`config.mk`:
```
export PLATFORM = sky130hd
export DESIGN_NAME = dtw_ref_streamer
export DESIGN_NICKNAME = d
export VERILOG_FILES = /design/src/rtl/dtw_ref_streamer.sv
export SDC_FILE = /design/constraint.sdc
export NUM_CORES = 1
export LEC_CHECK = 0
export BUFFER_PORTS_ARGS = -buffer_cell sky130_fd_sc_hd__buf_2
export CAP_MARGIN = 10
export CORE_UTILIZATION = 43
export DETAILED_ROUTE_END_ITERATION = 16
export MAX_ROUTING_LAYER = met4
export PLACE_DENSITY = 0.67
export SKIP_LAST_GASP = 1
export SLEW_MARGIN = 15
export SYNTH_ARGS = -nofsm -noshare
export SYNTH_HDL_FRONTEND = slang
export SYNTH_SLANG_ARGS = --single-unit
```
`constraint.sdc`:
```
create_clock -name clk_in -period 3.3 [get_ports clk_in]
set_clock_uncertainty 0.1 [all_clocks]
set_input_delay 0.33 -clock clk_in [delete_from_list [all_inputs] [get_ports clk_in]]
set_output_delay 0.33 -clock clk_in [all_outputs]
set_load 0.02 [all_outputs]
```
`src/rtl/dtw_ref_streamer.sv`:
```
// -----------------------------------------------------------------------------
// dtw_ref_streamer
//
// Reads one full sweep of the DTW reference memory (samples 0..len-1) on each
// accepted start pulse. The samples go out as a valid/ready stream, and tlast
// marks the final sample. Addresses are issued only while the output FIFO has
// room for every read in flight. Because of this, backpressure never causes
// data loss and the stream keeps up one beat per cycle when ready is held high.
//
// Ports:
//   clk_in, rst_in         clock, asynchronous active-high reset
//   start_in               one-cycle pulse: begin a sweep (accepted in IDLE only)
//   abort_in               cancel the sweep in progress (flushes everything)
//   ref_ready_in           reference memory loaded; sampled only at start
//   ref_len_in             number of reference samples (clamped to 2^PTR)
//   ref_addr_out           reference-memory read address
//   ref_data_in            reference-memory read data, MEM_LATENCY after addr
//   ref_tdata_out          stream sample
//   ref_tvalid_out         stream valid
//   ref_tready_in          stream ready
//   ref_tlast_out          final sample of the sweep
//   busy_out               sweep in progress
//   done_out               one-cycle pulse: sweep complete
//   len_err_out            sticky: ref_len was clamped, cleared on next start
//   dbg_state              FSM state
//
// state  | meaning
// -------+---------------------------------------------------------------
// IDLE   | waiting for start_in with ref_ready_in
// STREAM | issuing addresses 0..len-1 under FIFO credit
// DRAIN  | all addresses issued; waiting for the FIFO and pipeline to empty
// -----------------------------------------------------------------------------
module dtw_ref_streamer #(
    parameter int DATA_WIDTH       = 16,
    parameter int ADDR_WIDTH       = 32,
    parameter int REFMEM_PTR_WIDTH = 20,
    parameter int MEM_LATENCY      = 2,
    parameter int FIFO_DEPTH       = 4
) (
    input  logic                        clk_in,
    input  logic                        rst_in,
    input  logic                        start_in,
    input  logic                        abort_in,
    input  logic                        ref_ready_in,
    input  logic [ADDR_WIDTH-1:0]       ref_len_in,
    output logic [REFMEM_PTR_WIDTH-1:0] ref_addr_out,
    input  logic [DATA_WIDTH-1:0]       ref_data_in,
    output logic [DATA_WIDTH-1:0]       ref_tdata_out,
    output logic                        ref_tvalid_out,
    input  logic                        ref_tready_in,
    output logic                        ref_tlast_out,
    output logic                        busy_out,
    output logic                        done_out,
    output logic                        len_err_out,
    output logic [1:0]                  dbg_state
);

    if (FIFO_DEPTH < MEM_LATENCY + 1) begin : g_depth_check
        $error("dtw_ref_streamer: FIFO_DEPTH must be >= MEM_LATENCY+1");
    end
    if (MEM_LATENCY < 1 || MEM_LATENCY > 4) begin : g_latency_check
        $error("dtw_ref_streamer: MEM_LATENCY must be in 1..4");
    end
    if (ADDR_WIDTH <= REFMEM_PTR_WIDTH) begin : g_width_check
        $error("dtw_ref_streamer: ADDR_WIDTH must exceed REFMEM_PTR_WIDTH");
    end

    typedef enum logic [1:0] {
        ST_IDLE   = 2'd0,
        ST_STREAM = 2'd1,
        ST_DRAIN  = 2'd2
    } state_t;

    // One extra bit so that len = 2^PTR is representable without wrap.
    localparam int CNT_W  = REFMEM_PTR_WIDTH + 1;
    localparam int FCNT_W = $clog2(FIFO_DEPTH + 1);
    localparam int FPTR_W = (FIFO_DEPTH > 1) ? $clog2(FIFO_DEPTH) : 1;
    localparam int INF_W  = $clog2(MEM_LATENCY + 1);
    localparam int OCC_W  = $clog2(FIFO_DEPTH + MEM_LATENCY + 1);
    localparam logic [ADDR_WIDTH-1:0] LEN_MAX = ADDR_WIDTH'(1) << REFMEM_PTR_WIDTH;

    state_t                  state_q, state_d;
    logic                    done_d;
    logic                    done_q;
    logic [CNT_W-1:0]        len_q;
    logic [CNT_W-1:0]        cnt_q;
    logic                    len_err_q;

    logic                    len_over;
    logic [CNT_W-1:0]        len_sel;
    logic                    start_ok;
    logic                    flush;
    logic                    issue;
    logic                    last_issue;
    logic                    drain_done;

    logic [MEM_LATENCY-1:0]  tok_sr;
    logic [MEM_LATENCY-1:0]  last_sr;
    logic [INF_W-1:0]        inflight;
    logic [OCC_W-1:0]        occupancy;

    logic [DATA_WIDTH-1:0]   fifo_data [FIFO_DEPTH];
    logic                    fifo_last [FIFO_DEPTH];
    logic [FPTR_W-1:0]       wr_ptr, rd_ptr;
    logic [FCNT_W-1:0]       fifo_count;
    logic                    fifo_wr;
    logic                    fifo_rd;

    // ---------------------------------------------------------------------
    // Datapath control
    // ---------------------------------------------------------------------
    always_comb begin
        len_over = (ref_len_in > LEN_MAX);
        len_sel  = len_over ? LEN_MAX[CNT_W-1:0] : ref_len_in[CNT_W-1:0];
    end

    always_comb begin
        inflight = '0;
        for (int i = 0; i < MEM_LATENCY; i++) begin
            inflight = inflight + INF_W'(tok_sr[i]);
        end
    end

    // Abort outranks start, so it also blocks a start that arrives in IDLE.
    assign start_ok   = (state_q == ST_IDLE) && start_in && ref_ready_in && !abort_in;
    assign flush      = abort_in && (state_q != ST_IDLE);
    // Credit counts FIFO entries plus reads still in the memory pipeline,
    // so a write always has a free slot when its token emerges.
    assign occupancy  = OCC_W'(fifo_count) + OCC_W'(inflight);
    assign issue      = (state_q == ST_STREAM) && !abort_in &&
                        (occupancy < OCC_W'(FIFO_DEPTH));
    assign last_issue = issue && (cnt_q == len_q - CNT_W'(1));

    assign ref_tvalid_out = (fifo_count != '0);
    assign fifo_rd        = ref_tvalid_out && ref_tready_in;
    assign fifo_wr        = tok_sr[MEM_LATENCY-1];

    // Completion is detected on the edge where the final beat transfers.
    // Because of this, done, IDLE and busy=0 show up together in the cycle
    // after the last beat.
    assign drain_done = (inflight == '0) &&
                        ((fifo_count == '0) ||
                         ((fifo_count == FCNT_W'(1)) && fifo_rd));

    // ---------------------------------------------------------------------
    // FSM
    // ---------------------------------------------------------------------
    always_ff @(posedge clk_in or posedge rst_in) begin
        if (rst_in) begin
            state_q <= ST_IDLE;
            done_q  <= 1'b0;
        end else begin
            state_q <= state_d;
            done_q  <= done_d;
        end
    end

    always_comb begin
        state_d = state_q;
        done_d  = 1'b0;
        case (state_q)
            ST_IDLE: begin
                if (start_ok) begin
                    if (len_sel == '0) begin
                        done_d = 1'b1;
                    end else begin
                        state_d = ST_STREAM;
                    end
                end
            end
            ST_STREAM: begin
                if (abort_in) begin
                    state_d = ST_IDLE;
                end else if (last_issue) begin
                    state_d = ST_DRAIN;
                end
            end
            ST_DRAIN: begin
                if (abort_in) begin
                    state_d = ST_IDLE;
                end else if (drain_done) begin
                    state_d = ST_IDLE;
                    done_d  = 1'b1;
                end
            end
            default: begin
                state_d = ST_IDLE;
            end
        endcase
    end

    // ---------------------------------------------------------------------
    // Issue counter / length latch
    // The counter stops on the last address, so ref_addr_out holds that
    // address until the next sweep starts.
    // ---------------------------------------------------------------------
    always_ff @(posedge clk_in or posedge rst_in) begin
        if (rst_in) begin
            len_q     <= '0;
            cnt_q     <= '0;
            len_err_q <= 1'b0;
        end else if (start_ok) begin
            len_q     <= len_sel;
            cnt_q     <= '0;
            len_err_q <= len_over;
        end else if (issue && !last_issue) begin
            cnt_q <= cnt_q + CNT_W'(1);
        end
    end

    // ---------------------------------------------------------------------
    // Read-latency token pipeline, with the tlast flag carried alongside
    // ---------------------------------------------------------------------
    always_ff @(posedge clk_in or posedge rst_in) begin
        if (rst_in) begin
            tok_sr  <= '0;
            last_sr <= '0;
        end else if (flush) begin
            tok_sr  <= '0;
            last_sr <= '0;
        end else begin
            tok_sr[0]  <= issue;
            last_sr[0] <= last_issue;
            for (int i = 1; i < MEM_LATENCY; i++) begin
                tok_sr[i]  <= tok_sr[i-1];
                last_sr[i] <= last_sr[i-1];
            end
        end
    end

    // ---------------------------------------------------------------------
    // First-word-fall-through output FIFO
    // ---------------------------------------------------------------------
    always_ff @(posedge clk_in or posedge rst_in) begin
        if (rst_in) begin
            wr_ptr     <= '0;
            rd_ptr     <= '0;
            fifo_count <= '0;
        end else if (flush) begin
            wr_ptr     <= '0;
            rd_ptr     <= '0;
            fifo_count <= '0;
        end else begin
            if (fifo_wr) begin
                wr_ptr <= (wr_ptr == FPTR_W'(FIFO_DEPTH - 1)) ? '0 : wr_ptr + FPTR_W'(1);
            end
            if (fifo_rd) begin
                rd_ptr <= (rd_ptr == FPTR_W'(FIFO_DEPTH - 1)) ? '0 : rd_ptr + FPTR_W'(1);
            end
            case ({fifo_wr, fifo_rd})
                2'b10:   fifo_count <= fifo_count + FCNT_W'(1);
                2'b01:   fifo_count <= fifo_count - FCNT_W'(1);
                default: fifo_count <= fifo_count;
            endcase
        end
    end

    always_ff @(posedge clk_in) begin
        if (fifo_wr && !flush) begin
            fifo_data[wr_ptr] <= ref_data_in;
            fifo_last[wr_ptr] <= last_sr[MEM_LATENCY-1];
        end
    end

    // Payload is forced to zero while the FIFO is empty. This keeps the
    // outputs at zero right after reset, even though the storage array
    // itself is never reset.
    assign ref_tdata_out = ref_tvalid_out ? fifo_data[rd_ptr] : '0;
    assign ref_tlast_out = ref_tvalid_out && fifo_last[rd_ptr];

    assign ref_addr_out = cnt_q[REFMEM_PTR_WIDTH-1:0];
    assign busy_out     = (state_q != ST_IDLE);
    assign done_out     = done_q;
    assign len_err_out  = len_err_q;
    assign dbg_state    = state_q;

endmodule

```
Word level (Yosys, flattened, before mapping)
Memory sizes are Yosys's and may differ from the RTL's. Index checks and enable logic that the tools add are counted.

Bits in latches: 0. Word-level logic and storage cells: 90. Memories: 2. RAM bits: 68. Bits of input ports: 54. ROM bits: 0. Register bits: 57.

Memories: fifo_data (words 4, width 16, read ports 1, clocked after Yosys merged registers in 0, wr ports 1, RTL line 102) `logic [DATA_WIDTH-1:0] fifo_data [FIFO_DEPTH];`; fifo_last (words 4, width 1, read ports 1, clocked after Yosys merged registers in 0, wr ports 1, RTL line 103) `logic fifo_last [FIFO_DEPTH];`.

Div/mod/pow operators: 0. Bitwise gates (word level): 0. $mul: 0. Equal/unequal tests: 12. Shift-type cells: 0. Add/subtract/negate cells: 8. Reduce and logical (&&, ||, !) cells: 28. Magnitude comparators: 2. Mux-type cells: 28.

Operator list (number): 21-bit 2-to-1 mux (3); 32-bit by 21-bit > comparator with 1-bit output, second input constant (1); 2-bit 2-to-1 mux (14); 21-bit by 1-bit adder with 21-bit output, second input constant (1); 21-bit equality test (1); 21-bit zero test (1); 21-bit by 1-bit subtractor with 21-bit output, second input constant (1); 16-bit 2-to-1 mux (1); 1-bit logical AND (13); 2-bit equality test, second input constant (4); 2-bit nonzero test (4); 1-bit 2-to-1 mux (6); 3-bit inequality test, second input constant (2); 2-bit one-hot mux with 3 select lines (1); 3-bit one-hot mux with 2 select lines (1); 3-bit nonzero test (2); 2-bit by 1-bit adder with 2-bit output, second input constant (2); 2-bit by 1-bit equality test with 1-bit output, second input constant (2); 2-bit zero test (2); 2-bit inequality test, second input constant (2); 4-bit AND reduction (1); 3-bit by 1-bit adder with 3-bit output, second input constant (1); 3-bit by 2-bit adder with 3-bit output (1); 3-bit by 1-bit equality test with 1-bit output, second input constant (1); 8 further kinds (10).

Longest topological paths before layout
Gate-level depths: netlist of the first run.

Depth after elaboration: 9. Mapped depth: 12.

Worst setup path after synthesis of the first run
No wires, ideal clock.

Path type: flip-flop to flip-flop. Start: register tok_sr[1]. End: register cnt_q[7]. Clock period less this slack: 3.179 ns. Arrival time: 3.001 ns. Slack: 0.121 ns. Data required time: 3.122 ns. Stages on the path, launching flop included: 11. Buffers on the path: 2. Path through: dfrtp_1 -> ha_1 -> ha_1 -> a31oi_1 -> xnor2_1 -> or4b_2 -> clkbuf_1 -> or3_1 -> clkbuf_1 -> or4_1 -> a21oi_1.

Cells in the longest elaborated chain, start to end: 8.

Ends and longest elaborated chain: start, declared (RTL line 97) `logic [MEM_LATENCY-1:0] tok_sr;`; start signal, assigned by index (RTL line 225) `tok_sr[i] <= tok_sr[i-1];`; 1-bit by 1-bit adder with 2-bit output * (RTL line 120) `inflight = inflight + INF_W'(tok_sr[i]);`; 3-bit by 2-bit adder with 3-bit output * (RTL line 129) `assign occupancy = OCC_W'(fifo_count) + OCC_W'(inflight);`; 3-bit < comparator * (RTL line 131) `(occupancy < OCC_W'(FIFO_DEPTH));`; 1-bit logical AND * (RTL line 130) `assign issue = (state_q == ST_STREAM) && !abort_in &&`; 1-bit logical AND (RTL line 132) `assign last_issue = issue && (cnt_q == len_q - CNT_W'(1));`; 1-bit zero test (RTL line 206) `end else if (issue && !last_issue) begin`; 1-bit logical AND * (RTL line 206); 2-bit nonzero test (no source line) *; end signal, assigned (RTL line 207) `cnt_q <= cnt_q + CNT_W'(1);`; end, declared (RTL line 86) `logic [CNT_W-1:0] cnt_q;`.

Every way passes the cells marked *; elsewhere a longest branch is shown, timed or not. A chain may end at the register's enable or synchronous reset.

Final worst setup path of the first run
Start: register len_q[0]. End: register cnt_q[9].

Cells in the longest elaborated chain, start to end: 6.

Ends and longest elaborated chain: start, declared (RTL line 85) `logic [CNT_W-1:0] len_q;`; start signal, assigned (RTL line 203) `len_q <= len_sel;`; 21-bit by 1-bit subtractor with 21-bit output (RTL line 132); 21-bit equality test (RTL line 132); 1-bit logical AND (RTL line 132); 1-bit zero test (RTL line 206); 1-bit logical AND (RTL line 206); 2-bit nonzero test (no source line).

No other way between the ends.

==> results.md, run 1 <==
- The run finished, with violations left.
- The checks that failed: setup timing.
- The number of global-route vias before repair is 4597.
- Sorting the synthesized cells by area gives the leading types as sky130_fd_sc_hd__edfxtp_1 32%, sky130_fd_sc_hd__dfrtp_1 22%, sky130_fd_sc_hd__mux4_2 6.0%, sky130_fd_sc_hd__ha_1 2.7%, sky130_fd_sc_hd__xnor2_1 2.6%.
- The number of nets in the layout is 709.
- The die width is 124 um.
- The first-pass GRT wire length is 24.1 mm.
- VDD sags by at most 318 uV.
- The first detailed-routing pass ran for 4 iterations.
- In the final layout, the multi-input gates occupy 2710 um^2.
- Across the whole layout, storage elements account for 3470 um^2.
- The CTS clock-pin slew for the worst setup and hold paths is 0.06 ns.
- The power density relative to cell area is 597 nW/um^2.
- The top cell family by delay on the critical path is simple AND/OR/NAND/NOR gates.
- The accumulated negative setup slack is -0.0173 ns.
- The core region area is 14600 um^2.
- Measured along the y axis, the die boundary spans 124 um.
- The number of hold buffers added after CTS was 0.
- The number of antenna violations at the first check in global routing is 0.
- For this run the aggregate overflow at the end of global routing stands at 0.
- The critical path goes through inv_2 -> ha_4 -> or3b_4 -> nor4_4 -> o21ai_1 -> and2_1 -> or4b_4 -> a2111oi_4 -> buf_6 -> clkbuf_16 -> or4_4 -> a21oi_1.
- Setup violations remaining at the end of the flow were counted as 3.
- The slew at the pin with the worst max-slew slack is 0.982 ns.
- The tightest min-delay check is of the primary input to flop type.
- The routed design could run at a clock period as short as 3.31 ns.
- The slowest stage cell on the critical path is sky130_fd_sc_hd__or4b_4.
- The average instance in the mapped netlist occupies 12.2 um^2.
- Dividing the final minimum period by the clock period gives 1.00.
- The number of nets handed over by synthesis was 596.
- The first routing iteration left 277 violations.
- The cell with the most instances after synthesis is sky130_fd_sc_hd__edfxtp_1.
- For this configuration, the core starts out at a cell density of 0.441.
- 97 I/O pins were placed.
- The clock root buffer is sky130_fd_sc_hd__clkbuf_16.
- The flip-flop and latch count after synthesis is 125.
- Setup repair after global routing could not meet its margin everywhere.
- The setup check on the worst reg-to-reg path leaves a slack of -0.01 ns.
- The routed length per instance is 18.4 um.
- Summed over all cells, the static leakage comes to 3.26 nW.
- The via count is 4666.
- The antenna diode count is 0.
- The stage delay of the slowest cell on the critical path is 0.49 ns.
- Yosys mapped a number of flops with a built-in enable equal to 68.
- The share of the synthesized area in the top cell type is 0.318.
- Derived from the worst setup path, the maximum achievable clock frequency is 302 MHz.
- The aggregate routed wire length is 15.4 mm.
- The H-tree generated during clock tree synthesis spans 4 levels.
- The cell area after synthesis is 6430 um^2.
- After detailed routing, the number of vias per cell comes to 5.58.
- During synthesis, Yosys emitted a total of 0 warnings.
- The total power after layout is 4.75 mW.
- The synthesis-to-finish area growth is 23.6%.
- Hold timing on the final database bottoms out at a slack of 0.0336 ns.
- For this run, design rule violations remaining after detail routing come to 0.
- The most area-hungry cell type in the Yosys netlist is sky130_fd_sc_hd__edfxtp_1.
- Measured against its own limit, the worst slew margin works out to 0.344.
- The most frequently used flop master after synthesis is sky130_fd_sc_hd__edfxtp_1.
- Counting both buffers and inverters, the worst setup path holds a total of 3.
- The data arrival time at the worst-slack endpoint is 3.50 ns.
- The number of violations of the max-capacitance limit is 0.
- The clock latency on the worst-skew pair is 0.41 ns.
- The number of distinct library cells after synthesis is 58.
- Counting the fill cells in the layout gives 1249.
- By count the netlist is led by 68 x sky130_fd_sc_hd__edfxtp_1, 57 x sky130_fd_sc_hd__dfrtp_1, 30 x sky130_fd_sc_hd__nand2_1.
- The number of I/O port buffers is 96.
- The sum of net half-perimeters after detailed placement is 10.5 mm.
- The number of buffers between clock root and the deepest sink is 2.
- Entering global routing, the biggest net connects 46 pins.
- The count of final hold-check violations came to 0.
- The final-report max-slew violation count is 0.
- At the worst endpoint, the required time is 3.48 ns.
- The startpoint type of the worst setup path is a flop.
- In the synthesized netlist, the number of instances is 528.
- At the end of routability-driven placement, the weighted congestion stood at 0.862.
- The ratio of cells with drive above 1 in the final layout is 0.334.
- TritonCTS built the clock tree.
- The post-synthesis sequential area ratio is 0.539.
- The worst setup path is captured at a flop.
- The floorplan step defined a die boundary enclosing 15400 um^2.
- CTS saw 125 sinks.
- Before CTS, the worst setup slack after placement is -0.0643 ns.
- The global-route usage over all layers is 0.207.
- Counting the buffers created by CTS gives 17.
- The startpoint-to-endpoint class of the critical path is flop to flop.
- The largest fanout of any net on the critical path is 6.
- The slack of the critical path is -0.0142 ns.
- Of all flip-flops after synthesis, the portion carrying an async set or reset was 0.456.
- The initialized floorplan defines 44 standard-cell rows.
- Once detail routing completed, the nets flagged for antenna violations numbered 0.
cell families (layout without fill, tap and decap cells):
group	count (synthesis)	in the layout	share of synthesized area
muxes	24	24	0.0708
and+or+nand+nor	177	177	0.160
buffers and inverters	66	190	0.0570
xor gates and xnor gates	32	32	0.0457
adders and majority gates	14	14	0.0272
DFF	125	125	0.539
AOI/OAI and AO/OA	90	90	0.100
sequential cells by signal, summed over array words and instances, names as in the netlist:
| name | count |
|---|---|
| dbg_state | 2 |
| fifo_last | 4 |
| last_sr | 2 |
| len_q | 21 |
| tok_sr | 2 |
| len_err_out | 1 |
| cnt_q | 21 |
| fifo_data | 64 |
| wr_ptr | 2 |
| fifo_count | 3 |
| done_out | 1 |
| rd_ptr | 2 |
worst paths after layout:
path	end	cells past startpoint	startpoint
worst max-delay path	cnt_q[9]$_DFFE_PP0P_	12	len_q[0]$_DFFE_PP0P_
worst min-delay path	fifo_data[1][7]$_DFFE_PP_	1	ref_data_in[7]
worst max register to register	cnt_q[9]$_DFFE_PP0P_	12	len_q[0]$_DFFE_PP0P_
worst min register to register	last_sr[1]$_DFF_PP0_	1	last_sr[0]$_DFF_PP0_
max in group asynchronous	len_q[1]$_DFFE_PP0P_	3	rst_in
min in group asynchronous	cnt_q[16]$_DFFE_PP0P_	2	rst_in
through the flow:
step	utilization	instance area (um^2)	cells
after CTS	0.526	7680	821
after floorplan	-	6430	528
final	0.545	7950	836
after detailed placement	0.488	7110	791
after global routing	0.545	7950	836
after global placement	0.488	7110	791
cell usage in the layout (no fill, tap or decap), drive strengths merged, types with 10 or more instances in the layout:
master,count
a21oi,21
xor2,12
and3,10
nor3,13
nand2,30
nor2,19
nand3,13
mux4,17
o21ai,10
and2,22
a22o,17
or4,18
buf,140
o31ai,15
xnor2,19
nand2b,10
inv,18
ha,14
dfrtp,57
edfxtp,68
clkbuf,23
nor4,14
report_power, final:
| group | internal (mW) | total, mW | switching (mW) |
|---|---|---|---|
| Clock | 1.10 | 1.75 | 0.650 |
| Sequential | 1.73 | 1.87 | 0.139 |
| Combinational | 0.527 | 1.13 | 0.601 |
cell type report:
| type | count | share of cell area |
|---|---|---|
| clock buffers | 20 | 0.0549 |
| inverters | 17 | 0.00803 |
| repair buffers | 143 | 0.116 |
| multi-input cells | 337 | 0.341 |
| flip-flops and latches | 125 | 0.436 |
| clock inverters | 10 | 0.0149 |
| well taps | 184 | 0.0290 |
per-layer routing:
metal	routed length, um	track usage	up-vias
met4	272	0.0638	0
met2	8060	0.347	124
met3	603	0.0503	18
li1	-	-	2199
met1	6490	0.246	2325
met5	0	-	-
timing repair:
action / in CTS / in global routing
setup buffers: 0 / 10
setup endpoints to repair: 4 / 22
resized for setup: 2 / 21
cloned: 0 / 5
pin swaps: 0 / 15
worst reg2reg max path: stages, from the launching register on:
cell and delay [ns]:
sky130_fd_sc_hd__dfrtp_1 0.42, sky130_fd_sc_hd__inv_2 0.10, sky130_fd_sc_hd__ha_4 0.14, sky130_fd_sc_hd__or3b_4 0.41, sky130_fd_sc_hd__nor4_4 0.31, sky130_fd_sc_hd__o21ai_1 0.14
sky130_fd_sc_hd__and2_1 0.16, sky130_fd_sc_hd__or4b_4 0.49, sky130_fd_sc_hd__a2111oi_4 0.35, sky130_fd_sc_hd__buf_6 0.21, sky130_fd_sc_hd__clkbuf_16 0.17, sky130_fd_sc_hd__or4_4 0.12
sky130_fd_sc_hd__a21oi_1 0.06
Note: power is estimated with default switching activity, not from simulation.
==> run 2, diff against run 1 <==
--- a/config.mk
+++ b/config.mk
@@ -5,6 +5,7 @@
 export SDC_FILE = /design/constraint.sdc
 export NUM_CORES = 1
 export LEC_CHECK = 0
+export ABC_AREA = 1
 export BUFFER_PORTS_ARGS = -buffer_cell sky130_fd_sc_hd__buf_2
 export CAP_MARGIN = 10
 export CORE_UTILIZATION = 43
==> run 2 against run 1 <==
Effect of this change: the flow now finishes without violations; count of clock-buffer cells in the layout unchanged; critical path depth down 7; non-clock buffer count shrank 33; combinational power up 24%; utilization decreased by 2.3 points; wire length is 6.3% higher; maximum frequency is 36% higher; critical endpoint is now ref_tlast_out; largest cell class unchanged; largest power group is now the clock network; highest routed layer unchanged.
==> results.md, run 2 <==
- The leakage power of the design is 3.81 nW (was 3.26 nW).
- Commonest non-fill, non-tap cells in the layout: 147 x sky130_fd_sc_hd__nand2_1, 134 x sky130_fd_sc_hd__nor2_1, 96 x sky130_fd_sc_hd__buf_2 (was 96 x sky130_fd_sc_hd__buf_2, 68 x sky130_fd_sc_hd__edfxtp_1, 57 x sky130_fd_sc_hd__dfrtp_1).
- The number of buffers created by CTS came to 17 (unchanged).
- Chain of cells forming the critical path: inv_1 -> buf_4 -> o21ai_0 -> a21oi_1 -> buf_2 (was inv_2 -> ha_4 -> or3b_4 -> nor4_4 -> o21ai_1 -> and2_1 -> or4b_4 -> a2111oi_4 -> buf_6 -> clkbuf_16 -> or4_4 -> a21oi_1).
- The final weighted congestion in routability-driven placement came to 0.874 (was 0.862).
- The CTS tree is yes (unchanged).
- The number of enable-type register cells in the synthesized netlist is 68 (unchanged).
- The maximum ir drop on the vdd rail is 378 uV (was 318 uV).
- The fmax came to 409 MHz (was 302 MHz).
- The die width is 128 um (was 124 um).
- Leading post-synthesis cells by cell area: sky130_fd_sc_hd__edfxtp_1 30%, sky130_fd_sc_hd__dfrtp_1 21%, sky130_fd_sc_hd__nand2_1 8.1%, sky130_fd_sc_hd__nor2_1 7.3%, sky130_fd_sc_hd__nand3_1 4.2% (was sky130_fd_sc_hd__edfxtp_1 32%, sky130_fd_sc_hd__dfrtp_1 22%, sky130_fd_sc_hd__mux4_2 6.0%, sky130_fd_sc_hd__ha_1 2.7%, sky130_fd_sc_hd__xnor2_1 2.6%).
- The floorplan row count was 45 (was 44).
- The worst reg2reg path endpoint is dbg_state[0]$_DFFE_PP0P_ (was cnt_q[9]$_DFFE_PP0P_).
- RSZ-0062 raised after global routing: false (was true).
- The register containing the most flip-flops in the final layout is fifo_data (unchanged).
- The time the final worst path needs with I/O delays and setup was 2.44 ns (was 3.31 ns).
- The leftover overflow at the end of global routing is 0 (unchanged).
- The ratio of cells with drive above 1 in the final layout is 0.182 (was 0.334).
- The detailed-route vias per instance came to 5.03 (was 5.58).
- The startpoint-to-endpoint class of the critical path is flop to output port (was flop to flop).
- The type of the most critical hold path is primary input to asynchronous set/reset pin (was primary input to flop).
- The stage delay of the slowest cell on the critical path is 0.44 ns (was 0.49 ns).
- The H-tree depth reported by CTS came to 4 (unchanged).
- The final-report max-slew violation count is 0 (unchanged).
- The cts-stage hold buffer count is 0 (unchanged).
- The final critical-path share of the clock period is 0.741 (was 1.00).
- The CTS clock-pin slew for the worst setup and hold paths is 0.06 ns (about the same).
- The setup slack on the worst flop-to-flop path was 0.93 ns (was -0.01 ns).
- The number of flip-flops in the largest register was 64 (unchanged).
- The most area-hungry cell type in the Yosys netlist is sky130_fd_sc_hd__edfxtp_1 (unchanged).
- The total DRC errors in the routed layout is 0 (unchanged).
- The number of I/O port buffers came to 96 (unchanged).
- The launch instance of the worst register-to-register path is len_q[1]$_DFFE_PP0P_ (was len_q[0]$_DFFE_PP0P_).
- The data arrival time at the worst-slack endpoint was 2.01 ns (was 3.50 ns).
- The routed length per instance is 14.8 um (was 18.4 um).
- The number of distinct library cells after synthesis is 36 (was 58).
- The number of buffers between clock root and the deepest sink came to 2 (unchanged).
- The logic depth of the worst path, buffers included is 5 (was 12).
- The accumulated negative setup slack is 0 ns (was -0.0173 ns).
- The first-pass GRT wire length came to 27.0 mm (was 24.1 mm).
- The post-synthesis sequential area ratio is 0.506 (was 0.539).
- The power density relative to cell area is 629 nW/um^2 (was 597 nW/um^2).
- The fraction of registers with async set or reset after synthesis is 0.456 (unchanged).
- The share of the synthesized area in the top cell type was 0.298 (was 0.318).
- The launch point of the critical path was rd_ptr[0]$_DFFE_PP0P_ (was len_q[0]$_DFFE_PP0P_).
- The detailed route wirelength on metal3 is 899 um (was 603 um).
- The global-route usage over all layers is 0.221 (was 0.207).
- The synthesized netlist net count came to 871 (was 596).
- The TritonCTS sink count was 125 (unchanged).
- The core region area is 15400 um^2 (was 14600 um^2).
- The nature of the critical path endpoint is an output port (was flop).
- The cell count of the worst reg-to-reg path is 12 (unchanged).
- The most frequently used flop master after synthesis is sky130_fd_sc_hd__edfxtp_1 (unchanged).
- The synthesis-to-finish area growth is 17.0% (was 23.6%).
- The clock latency on the worst-skew pair is 0.41 ns (about the same).
- The final standard cell utilization of the core is 0.522 (was 0.545).
- Largest registers: fifo_data: 64 flops, cnt_q: 21 flops, len_q: 21 flops (unchanged).
- The met2 routed wirelength is 7.92 mm (was 8.06 mm).
- The count of final hold-check violations was 0 (unchanged).
- The count of final setup violators is 0 (was 3).
- The wire length on met1 was 7.32 mm (was 6.49 mm).
- The average cell area after synthesis is 8.53 um^2 (was 12.2 um^2).
- The slew at the pin with the worst max-slew slack is 0.730 ns (was 0.982 ns).
- The top-level I/O count is 97 (unchanged).
- The number of DRC markers after the initial detailed-route iteration is 336 (was 277).
- The number of buffers inserted to repair setup after CTS is 0 (unchanged).
- The number of warnings reported in the yosys synthesis log is 0 (unchanged).
- The required time of the critical path was 2.87 ns (was 3.48 ns).
- The number of nets in the layout is 952 (was 709).
- Top cells by count, synth: 147 x sky130_fd_sc_hd__nand2_1, 134 x sky130_fd_sc_hd__nor2_1, 71 x sky130_fd_sc_hd__inv_1 (was 68 x sky130_fd_sc_hd__edfxtp_1, 57 x sky130_fd_sc_hd__dfrtp_1, 30 x sky130_fd_sc_hd__nand2_1).
- The die extent in y came to 128 um (was 124 um).
- The number of violations of the max-capacitance limit is 0 (unchanged).
- The number of optimization iterations in the first detailed-route pass is 5 (was 4).
- The total power after layout was 5.04 mW (was 4.75 mW).
- The number of global-route vias before repair was 5411 (was 4597).
- The cell with the most instances after synthesis is sky130_fd_sc_hd__nand2_1 (was sky130_fd_sc_hd__edfxtp_1).
- The total buffers and inverters traversed by the critical path is 3 (unchanged).
- The remaining antenna violation count is 0 (unchanged).
- The cell area after synthesis was 6850 um^2 (was 6430 um^2).
- The aggregate routed wire length is 16.4 mm (was 15.4 mm).
- The largest net degree at the start of global routing is 58 (was 46).
- The largest fanout of any net on the critical path came to 21 (was 6).
- The via count came to 5573 (was 4666).
- The clock root buffer was sky130_fd_sc_hd__clkbuf_16 (unchanged).
- The top layer used by detailed routing is met4 (unchanged).
- The startpoint type of the worst setup path is a flop (unchanged).
- The starting density of the core is 0.446 (was 0.441).
- The antenna diode count is 0 (unchanged).
- The sum of net half-perimeters after detailed placement is 11.5 mm (was 10.5 mm).
- The synthesized instance count was 803 (was 528).
- The overall die area is 16400 um^2 (was 15400 um^2).
- The worst slew margin relative to its limit is 0.513 (was 0.344).
- Result of the run: finished, final reports clean (was finished, violations left).
- The top cell family by delay on the critical path is buffers and inverters (was simple AND/OR/NAND/NOR gates).
- The number of antenna violations at the first check in global routing is 0 (unchanged).
- The number of gates resized after CTS is 0 (was 2).
- The slowest stage cell on the critical path is sky130_fd_sc_hd__inv_1 (was sky130_fd_sc_hd__or4b_4).
- The leading cell type in the layout, fill and taps excluded is sky130_fd_sc_hd__nand2_1 (was sky130_fd_sc_hd__buf_2).
- The flip-flop and latch count after synthesis is 125 (unchanged).
## run 2: worst register-to-register path, cell delays in order (launching register included)
cell                      delay, ns
sky130_fd_sc_hd__dfrtp_1       0.36
sky130_fd_sc_hd__inv_1         0.12
sky130_fd_sc_hd__ha_1          0.25
sky130_fd_sc_hd__nand3_4       0.16
sky130_fd_sc_hd__nor2_8        0.19
sky130_fd_sc_hd__nand3_1       0.15
sky130_fd_sc_hd__xor2_1        0.16
sky130_fd_sc_hd__inv_1         0.05
sky130_fd_sc_hd__nor2_1        0.14
sky130_fd_sc_hd__nand3_2       0.11
sky130_fd_sc_hd__buf_4         0.23
sky130_fd_sc_hd__o21ai_0       0.18
sky130_fd_sc_hd__nand2_1       0.06
## run 2: stage by stage
step                std cells  hold WS (ns)  worst slack (ns)  area, um^2
floorplan                 803         0.329              1.08        6850
global placement         1076         0.356             0.969        7430
detailed placement       1076         0.368             0.951        7430
CTS                      1108        0.0142             0.845        8020
global route             1108        0.0175             0.636        8020
finish                   1108        0.0102             0.856        8020
## run 2: kinds of logic (layout without fill, tap and decap cells)
family,Yosys count,after routing,share of synthesized area
buffers and inverters,127,221,0.0838
DFF,125,125,0.506
xor gates and xnor gates,33,33,0.0422
adders and majority gates,14,14,0.0256
and+or+nand+nor,412,412,0.271
AOI/OAI and AO/OA,92,92,0.0712
## run 2: worst max-delay path by stage
stage,slack [ns],to
3_3_place_gp,0.97,cnt_q[13]$_DFFE_PP0P_
2_1_floorplan,1.08,fifo_data[0][0]$_DFFE_PP_
6_report,0.86,ref_tlast_out
5_1_grt,0.64,cnt_q[16]$_DFFE_PP0P_
3_5_place_dp,0.95,cnt_q[19]$_DFFE_PP0P_
4_1_cts,0.84,ref_tlast_out
## run 2: area by class of cell
class / instances / area, um^2
clock buffer: 20 / 457
sequential: 125 / 3470
timing repair buffer: 110 / 586
clock inverter: 12 / 134
multi-input combinational: 551 / 2810
inverter: 79 / 297
tap: 211 / 264
fill: 1459 / 7350
## run 2: metal layers
layer	track usage	vias up
li1	-	2816
met1	0.265	2577
met2	0.370	159
met3	0.0442	21
met4	0.0754	0
met5	-	-
## run 2: report_power, final
group          switching, mW  leakage [nW]  internal [mW]
Sequential            0.0665          1.39           1.73
Clock                  0.691         0.287           1.16
Combinational          0.938          2.13          0.464
Total                   1.70          3.81           3.35
